**config.mk**
```make
export PLATFORM = sky130hd
export DESIGN_NAME = alu_flat
export DESIGN_NICKNAME = d
export VERILOG_FILES = /design/src/rtl/alu_if.sv /design/src/rtl/alu.sv /design/src/flat_wrapper.sv
export SDC_FILE = /design/constraint.sdc
export NUM_CORES = 1
export LEC_CHECK = 0
export ABC_AREA = 1
export BUFFER_PORTS_ARGS = -buffer_cell sky130_fd_sc_hd__buf_2
export CAP_MARGIN = 20
export CELL_PAD_IN_SITES_DETAIL_PLACEMENT = 1
export CELL_PAD_IN_SITES_GLOBAL_PLACEMENT = 2
export CORE_MARGIN = 2
export CORE_UTILIZATION = 29
export DETAILED_ROUTE_END_ITERATION = 8
export GPL_ROUTABILITY_DRIVEN = 0
export PLACE_DENSITY_LB_ADDON = 0.1
export SLEW_MARGIN = 20
export SYNTH_ARGS = -nofsm -noshare
export SYNTH_HDL_FRONTEND = slang
export SYNTH_SLANG_ARGS = --single-unit
export TNS_END_PERCENT = 100
```
**constraint.sdc**
```tcl
create_clock -name clk -period 2.31 [get_ports clk]
set_input_delay 0.231 -clock clk [delete_from_list [all_inputs] [get_ports clk]]
set_output_delay 0.231 -clock clk [all_outputs]
set_load 0.005 [all_outputs]
```
**src/rtl/alu_if.sv**
```systemverilog
// Operand/result bundle for the 16-bit ALU.
// The master side presents operands and op; the slave side (the ALU) returns
// the registered result, its flags and the result-valid strobe.
interface alu_if;
    logic [15:0] ALU_in1;
    logic [15:0] ALU_in2;
    logic [1:0]  op;
    logic        in_valid;
    logic [15:0] ALU_out;
    logic        out_valid;
    logic        zero;
    logic        neg;
    logic        carry;
    logic        ovf;

    modport master (
        output ALU_in1, ALU_in2, op, in_valid,
        input  ALU_out, out_valid, zero, neg, carry, ovf
    );

    modport slave (
        input  ALU_in1, ALU_in2, op, in_valid,
        output ALU_out, out_valid, zero, neg, carry, ovf
    );
endinterface

```
**src/rtl/alu.sv**
```systemverilog
// 16-bit ALU: ADD / SUB / AND / OR with one cycle of latency.
// Result and flags are registered together; with no valid input they hold,
// and out_valid marks the single cycle following an accepted operation.
module alu (
    input  logic  clk,
    input  logic  rst,
    alu_if.slave  bus
);

    typedef enum logic [1:0] {
        OP_ADD = 2'b00,
        OP_SUB = 2'b01,
        OP_AND = 2'b10,
        OP_OR  = 2'b11
    } op_e;

    // Signed overflow on addition: like-signed operands, result sign flipped.
    function automatic logic add_ovf(input logic signed [15:0] a,
                                     input logic signed [15:0] b,
                                     input logic signed [15:0] r);
        return (a[15] == b[15]) && (r[15] != a[15]);
    endfunction

    // Signed overflow on subtraction: unlike-signed operands, result sign
    // differs from the minuend.
    function automatic logic sub_ovf(input logic signed [15:0] a,
                                     input logic signed [15:0] b,
                                     input logic signed [15:0] r);
        return (a[15] != b[15]) && (r[15] != a[15]);
    endfunction

    logic signed [15:0] a_s;
    logic signed [15:0] b_s;
    logic        [16:0] sum17;
    logic        [16:0] diff17;
    logic signed [15:0] res_s;
    logic               res_carry;
    logic               res_ovf;

    logic [15:0] result_q, result_d;
    logic        zero_q,   zero_d;
    logic        neg_q,    neg_d;
    logic        carry_q,  carry_d;
    logic        ovf_q,    ovf_d;
    logic        vld_p1_q, vld_p1_d;

    assign a_s = bus.ALU_in1;
    assign b_s = bus.ALU_in2;

    // Operation decode and next-state: load on valid input, otherwise hold.
    always_comb begin
        sum17     = {1'b0, bus.ALU_in1} + {1'b0, bus.ALU_in2};
        // Bit 16 of the zero-extended difference is the unsigned borrow.
        diff17    = {1'b0, bus.ALU_in1} - {1'b0, bus.ALU_in2};
        res_s     = '0;
        res_carry = 1'b0;
        res_ovf   = 1'b0;

        case (op_e'(bus.op))
            OP_ADD: begin
                res_s     = sum17[15:0];
                res_carry = sum17[16];
                res_ovf   = add_ovf(a_s, b_s, sum17[15:0]);
            end
            OP_SUB: begin
                res_s     = diff17[15:0];
                res_carry = diff17[16];
                res_ovf   = sub_ovf(a_s, b_s, diff17[15:0]);
            end
            OP_AND:  res_s = a_s & b_s;
            OP_OR:   res_s = a_s | b_s;
            default: res_s = '0;
        endcase

        result_d = result_q;
        zero_d   = zero_q;
        neg_d    = neg_q;
        carry_d  = carry_q;
        ovf_d    = ovf_q;
        vld_p1_d = bus.in_valid;

        // Inputs are only looked at when qualified, so idle-cycle garbage
        // never reaches the registers.
        if (bus.in_valid) begin
            result_d = res_s;
            zero_d   = (res_s == 16'sd0);
            neg_d    = res_s[15];
            carry_d  = res_carry;
            ovf_d    = res_ovf;
        end
    end

    // Result register; reset wins over any op presented in the same cycle.
    always_ff @(posedge clk) begin
        if (rst) begin
            result_q <= '0;
            zero_q   <= 1'b0;
            neg_q    <= 1'b0;
            carry_q  <= 1'b0;
            ovf_q    <= 1'b0;
            vld_p1_q <= 1'b0;
        end else begin
            result_q <= result_d;
            zero_q   <= zero_d;
            neg_q    <= neg_d;
            carry_q  <= carry_d;
            ovf_q    <= ovf_d;
            vld_p1_q <= vld_p1_d;
        end
    end

    assign bus.ALU_out   = result_q;
    assign bus.out_valid = vld_p1_q;
    assign bus.zero      = zero_q;
    assign bus.neg       = neg_q;
    assign bus.carry     = carry_q;
    assign bus.ovf       = ovf_q;

endmodule

```
**src/flat_wrapper.sv**
```systemverilog
// flat-port wrapper written by rule: the top's interface ports become plain ports
module alu_flat 
  (clk, rst, bus_ALU_in1, bus_ALU_in2, bus_op, bus_in_valid, bus_ALU_out, bus_out_valid, bus_zero, bus_neg, bus_carry, bus_ovf);
  alu_if bus_i ();
  input  logic clk;
  input  logic rst;
  input wire logic [$bits(bus_i.ALU_in1)-1:0] bus_ALU_in1;
  input wire logic [$bits(bus_i.ALU_in2)-1:0] bus_ALU_in2;
  input wire logic [$bits(bus_i.op)-1:0] bus_op;
  input wire logic [$bits(bus_i.in_valid)-1:0] bus_in_valid;
  output wire logic [$bits(bus_i.ALU_out)-1:0] bus_ALU_out;
  output wire logic [$bits(bus_i.out_valid)-1:0] bus_out_valid;
  output wire logic [$bits(bus_i.zero)-1:0] bus_zero;
  output wire logic [$bits(bus_i.neg)-1:0] bus_neg;
  output wire logic [$bits(bus_i.carry)-1:0] bus_carry;
  output wire logic [$bits(bus_i.ovf)-1:0] bus_ovf;
  assign bus_i.ALU_in1 = bus_ALU_in1;
  assign bus_i.ALU_in2 = bus_ALU_in2;
  assign bus_i.op = bus_op;
  assign bus_i.in_valid = bus_in_valid;
  assign bus_ALU_out = bus_i.ALU_out;
  assign bus_out_valid = bus_i.out_valid;
  assign bus_zero = bus_i.zero;
  assign bus_neg = bus_i.neg;
  assign bus_carry = bus_i.carry;
  assign bus_ovf = bus_i.ovf;
  alu u_core (.clk(clk), .rst(rst), .bus(bus_i));
endmodule
```
==> metrics.md <==
| Metric | Value |
|---|---|
| Core Box Area | `12060 µm²` |
| Syn avg cell area | `5.500 µm²` |
| Sequential fraction of the synthesis area | `11.11%` |
| Synth Register Bits | `20` |
| H-tree depth | `1` |
| Switching Fraction | `41.57%` |
| Crit path launch type | `input pin` |
| Synth-to-layout area growth | `22.51%` |
| Crit-path cells | `buf_2 -> inv_1 -> ha_1 -> buf_4 -> nand2_1 -> nand2_1 -> nand2_1 -> nand3_1 -> nand2_1 -> nand2_1 -> nand2_1 -> nand2_1 -> nand2_1 -> nand3_1 -> nor2_1 -> nand2_1 -> nor2_1 -> nor2_1 -> nor2_1` |
| Pre-CTS WS | `-0.04087 ns` |
| Post-layout util | `36.59%` |
| End of the worst register-to-register path | `u_core.bus.ALU_out[0]` |
| Hold EP | `u_core.bus.zero` |
| # setup viols final | `0` |
| Mapped cell area | `3602 µm²` |
| Finished Cell Area | `4413 µm²` |
| Die H | `115.5 µm` |
| Total power | `1693 µW` |
| Yosys cell types | `31` |
| Hold path cells | `2` |
| Worst-Skew Late Latency | `0.25 ns` |
| TritonCTS Buffers | `3` |
| Comb pwr share | `54.4%` |
| Clock-pin slew on the worst setup and hold paths | `0.05 ns` |
| Maximum vdd drop | `201.4 µV` |
| DR DRC count | `0` |
| Maximum number of pins on one net before global-route repair | `25` |
| Final hold vios | `0` |
| Net Sw Power | `703.7 µW` |
| Initial core utilization | `29.87%` |
| CP required | `2.50 ns` |
| Vias in the first global route | `4178` |
| Hold Path Class | `input pin to flop` |
| Seq pwr share | `22.7%` |
| Slew HR | `74.67%` |
| Fraction of layout cells with a size suffix above 1 | `18.71%` |
| Worst path arrival time | `2.23 ns` |
| Final net count | `832` |
| Final Skew | `0 ns` |
| Syn_nets | `743` |
| Worst Reg-to-Reg Cells | `3` |
| DP Wirelength | `11290 µm` |
| Worst-margin pin slew | `0.3785 ns` |
| Sink Count | `20` |
| CP bufs+invs | `3` |
| PD cells | `383.6 nW/µm²` |
| Clk buf depth | `2` |
| CTS tree | `built` |
| Int Pwr | `989.0 µW` |
| Final ANT Viol Nets | `0` |
| Placed inst area | `4302 µm²` |
| Crit Path Class | `input pin to flop` |
| # IOs | `58` |
| CP Max Fanout | `4` |
| Final wirelength | `12770 µm` |
| Max Clk Rate | `489.8 MHz` |
| GRT Residual Overflow | `0` |
| WHS | `0.3033 ns` |
| CP most frequent cell | `nand2_1` |
| Worst path max stage delay | `0.36 ns` |
| Clock period minus worst slack | `2.042 ns` |
| Outcome | `finished, final reports clean` |
| Yosys warns | `0` |
| DR vias/cell | `4.614` |
| Flop2flop setup slack | `1.53 ns` |
| DR pass1 iterations | `4` |
| Root Driver | `clkbuf_16` |
| Port bufs | `57` |
| Iter 0 DRT Violations | `160` |
| CTS Hold Buffers Added | `0` |
| Gr usage total | `19.67%` |
| Leak | `0.002667 µW` |
| N_diodes | `0` |
| R2R Path Start | `u_core.bus.ALU_out[0]` |
| Critical Path Sink Type | `flop` |
| Final setup margin | `0.2682 ns` |
| Global-route wire length before repair | `20910 µm` |
| Clock network power share | `22.9%` |
| WL/cell | `14.02 µm` |
| Crit path max-delay family | `simple AND/OR/NAND/NOR gates` |
| Hold path start | `rst` |
| Unrepaired setup endpoints after global routing | `false` |
| Die Area | `13330 µm²` |
| CP max stage cell | `ha_1` |
| Max cap viols | `0` |
| Row cnt | `40` |
| Final Slew Violations | `0` |
| Chip Width | `115.5 µm` |
| Mapped Cells | `655` |
| Vias | `4203` |
| Fin crit share | `88.39%` |
| Antenna violations before repair | `0` |
## kinds of logic (layout without fill, tap and decap cells)
kind of cell	after synthesis	after routing	share of synthesized area [%]
adder cells (fa/ha/maj)	51	51	18.13
AO/OA/AOI/OAI	58	58	8.579
AND/OR/NAND/NOR	357	357	42.34
flip-flops	20	20	11.11
buffers and inverters	167	255	19.35
XOR/XNOR	2	2	0.4864
## worst max path at each step
stage / startpoint / end / slack (ns) / depth (start not counted)
global route: bus_ALU_in1[0] / u_core.bus.zero / 0.01 / 20
floorplan: bus_ALU_in1[0] / u_core.bus.zero / 0.45 / 16
finish: bus_ALU_in2[3] / u_core.bus.zero / 0.27 / 19
detailed placement: bus_ALU_in2[5] / u_core.bus.zero / -0.04 / 19
CTS: bus_ALU_in1[0] / u_core.bus.zero / 0.21 / 18
global placement: bus_ALU_in1[0] / u_core.bus.zero / -0.02 / 18
## cells in the mapped netlist
| cell type | n | area, µm² |
|---|---|---|
| o21ai_0 | 25 | 125.1 |
| nand3_1 | 71 | 355.3 |
| fa_1 | 2 | 40.04 |
| clkbuf_1 | 2 | 7.510 |
| ha_1 | 49 | 613.1 |
| o22ai_1 | 9 | 56.30 |
| o21bai_1 | 1 | 7.510 |
| nand3b_1 | 4 | 30.03 |
| nor3_2 | 1 | 10.01 |
| buf_2 | 7 | 35.03 |
| o211ai_1 | 2 | 15.01 |
| inv_2 | 7 | 26.28 |
| inv_1 | 139 | 521.8 |
| nor2_2 | 6 | 37.54 |
| a21oi_1 | 21 | 105.1 |
| nand3_2 | 1 | 10.01 |
| buf_4 | 4 | 30.03 |
| or2_2 | 1 | 6.260 |
| nor3_1 | 1 | 5.000 |
| clkbuf_4 | 1 | 7.510 |
| nand2_1 | 190 | 713.2 |
| buf_6 | 4 | 45.04 |
| dfxtp_1 | 20 | 400.4 |
| or2_0 | 1 | 6.260 |
| xor2_1 | 2 | 17.52 |
| nor2_1 | 62 | 232.7 |
| clkbuf_8 | 1 | 13.76 |
| nand4_1 | 9 | 56.30 |
| and2_1 | 3 | 18.77 |
| nand2_2 | 7 | 43.79 |
| clkbuf_2 | 2 | 10.01 |
## power by group through the flow
| stage | registers [µW] | logic [µW] | clock network (µW) |
|---|---|---|---|
| after global placement | 390 | 888 | 0 |
| after CTS | 384 | 916 | 399 |
| after detailed placement | 391 | 911 | 0 |
| final | 384 | 921 | 388 |
| after global routing | 387 | 1050 | 415 |
| after floorplan | 394 | 549 | 0 |
## cells in the final DEF, fill, tap and decap left out, drive strengths merged
cell,count
o211ai,2
buf,105
nand2,197
o21ai,25
ha,49
o21bai,1
nor3,2
nand4,9
nor2,68
nand3b,4
and2,3
or2,2
inv,146
o22ai,9
clkbuf,4
xor2,2
a21oi,21
fa,2
nand3,72
dfxtp,20
## through the flow
stage / TNS (ns) / cells
floorplan: 0 / 655
global placement: -0.01613 / 906
detailed placement: -0.04087 / 906
CTS: 0 / 910
global route: 0 / 911
finish: 0 / 911
## what timing repair did
action / CTS / global route
setup buffers: 0 / 1
gates resized for setup: 0 / 7
endpoints found under the setup margin: 0 / 1
## routing by layer
| layer | global-route usage (%) | vias up | wire [µm] |
|---|---|---|---|
| met5 | 0 | - | 0 |
| met1 | 28.15 | 1930 | 6481 |
| li1 | - | 2169 | - |
| met2 | 32.79 | 87 | 5650 |
| met4 | 4.257 | 0 | 237 |
| met3 | 0.9414 | 17 | 400 |
## final cells by class
type	instances	area, µm²
fillers	1702	7649
multi-input cells	468	2520
repair buffers	105	645.6
inverters	146	548.0
flip-flops and latches	20	400.4
well taps	168	210.2
clock buffers	4	88.84
## state kept, by name, indices dropped and copies added (netlist names)
register	count
u_core.bus.zero	1
u_core.bus.carry	1
u_core.bus.out_valid	1
u_core.bus.ovf	1
u_core.bus.ALU_out	15
u_core.bus.neg	1
(Power assumes the default switching activity.)
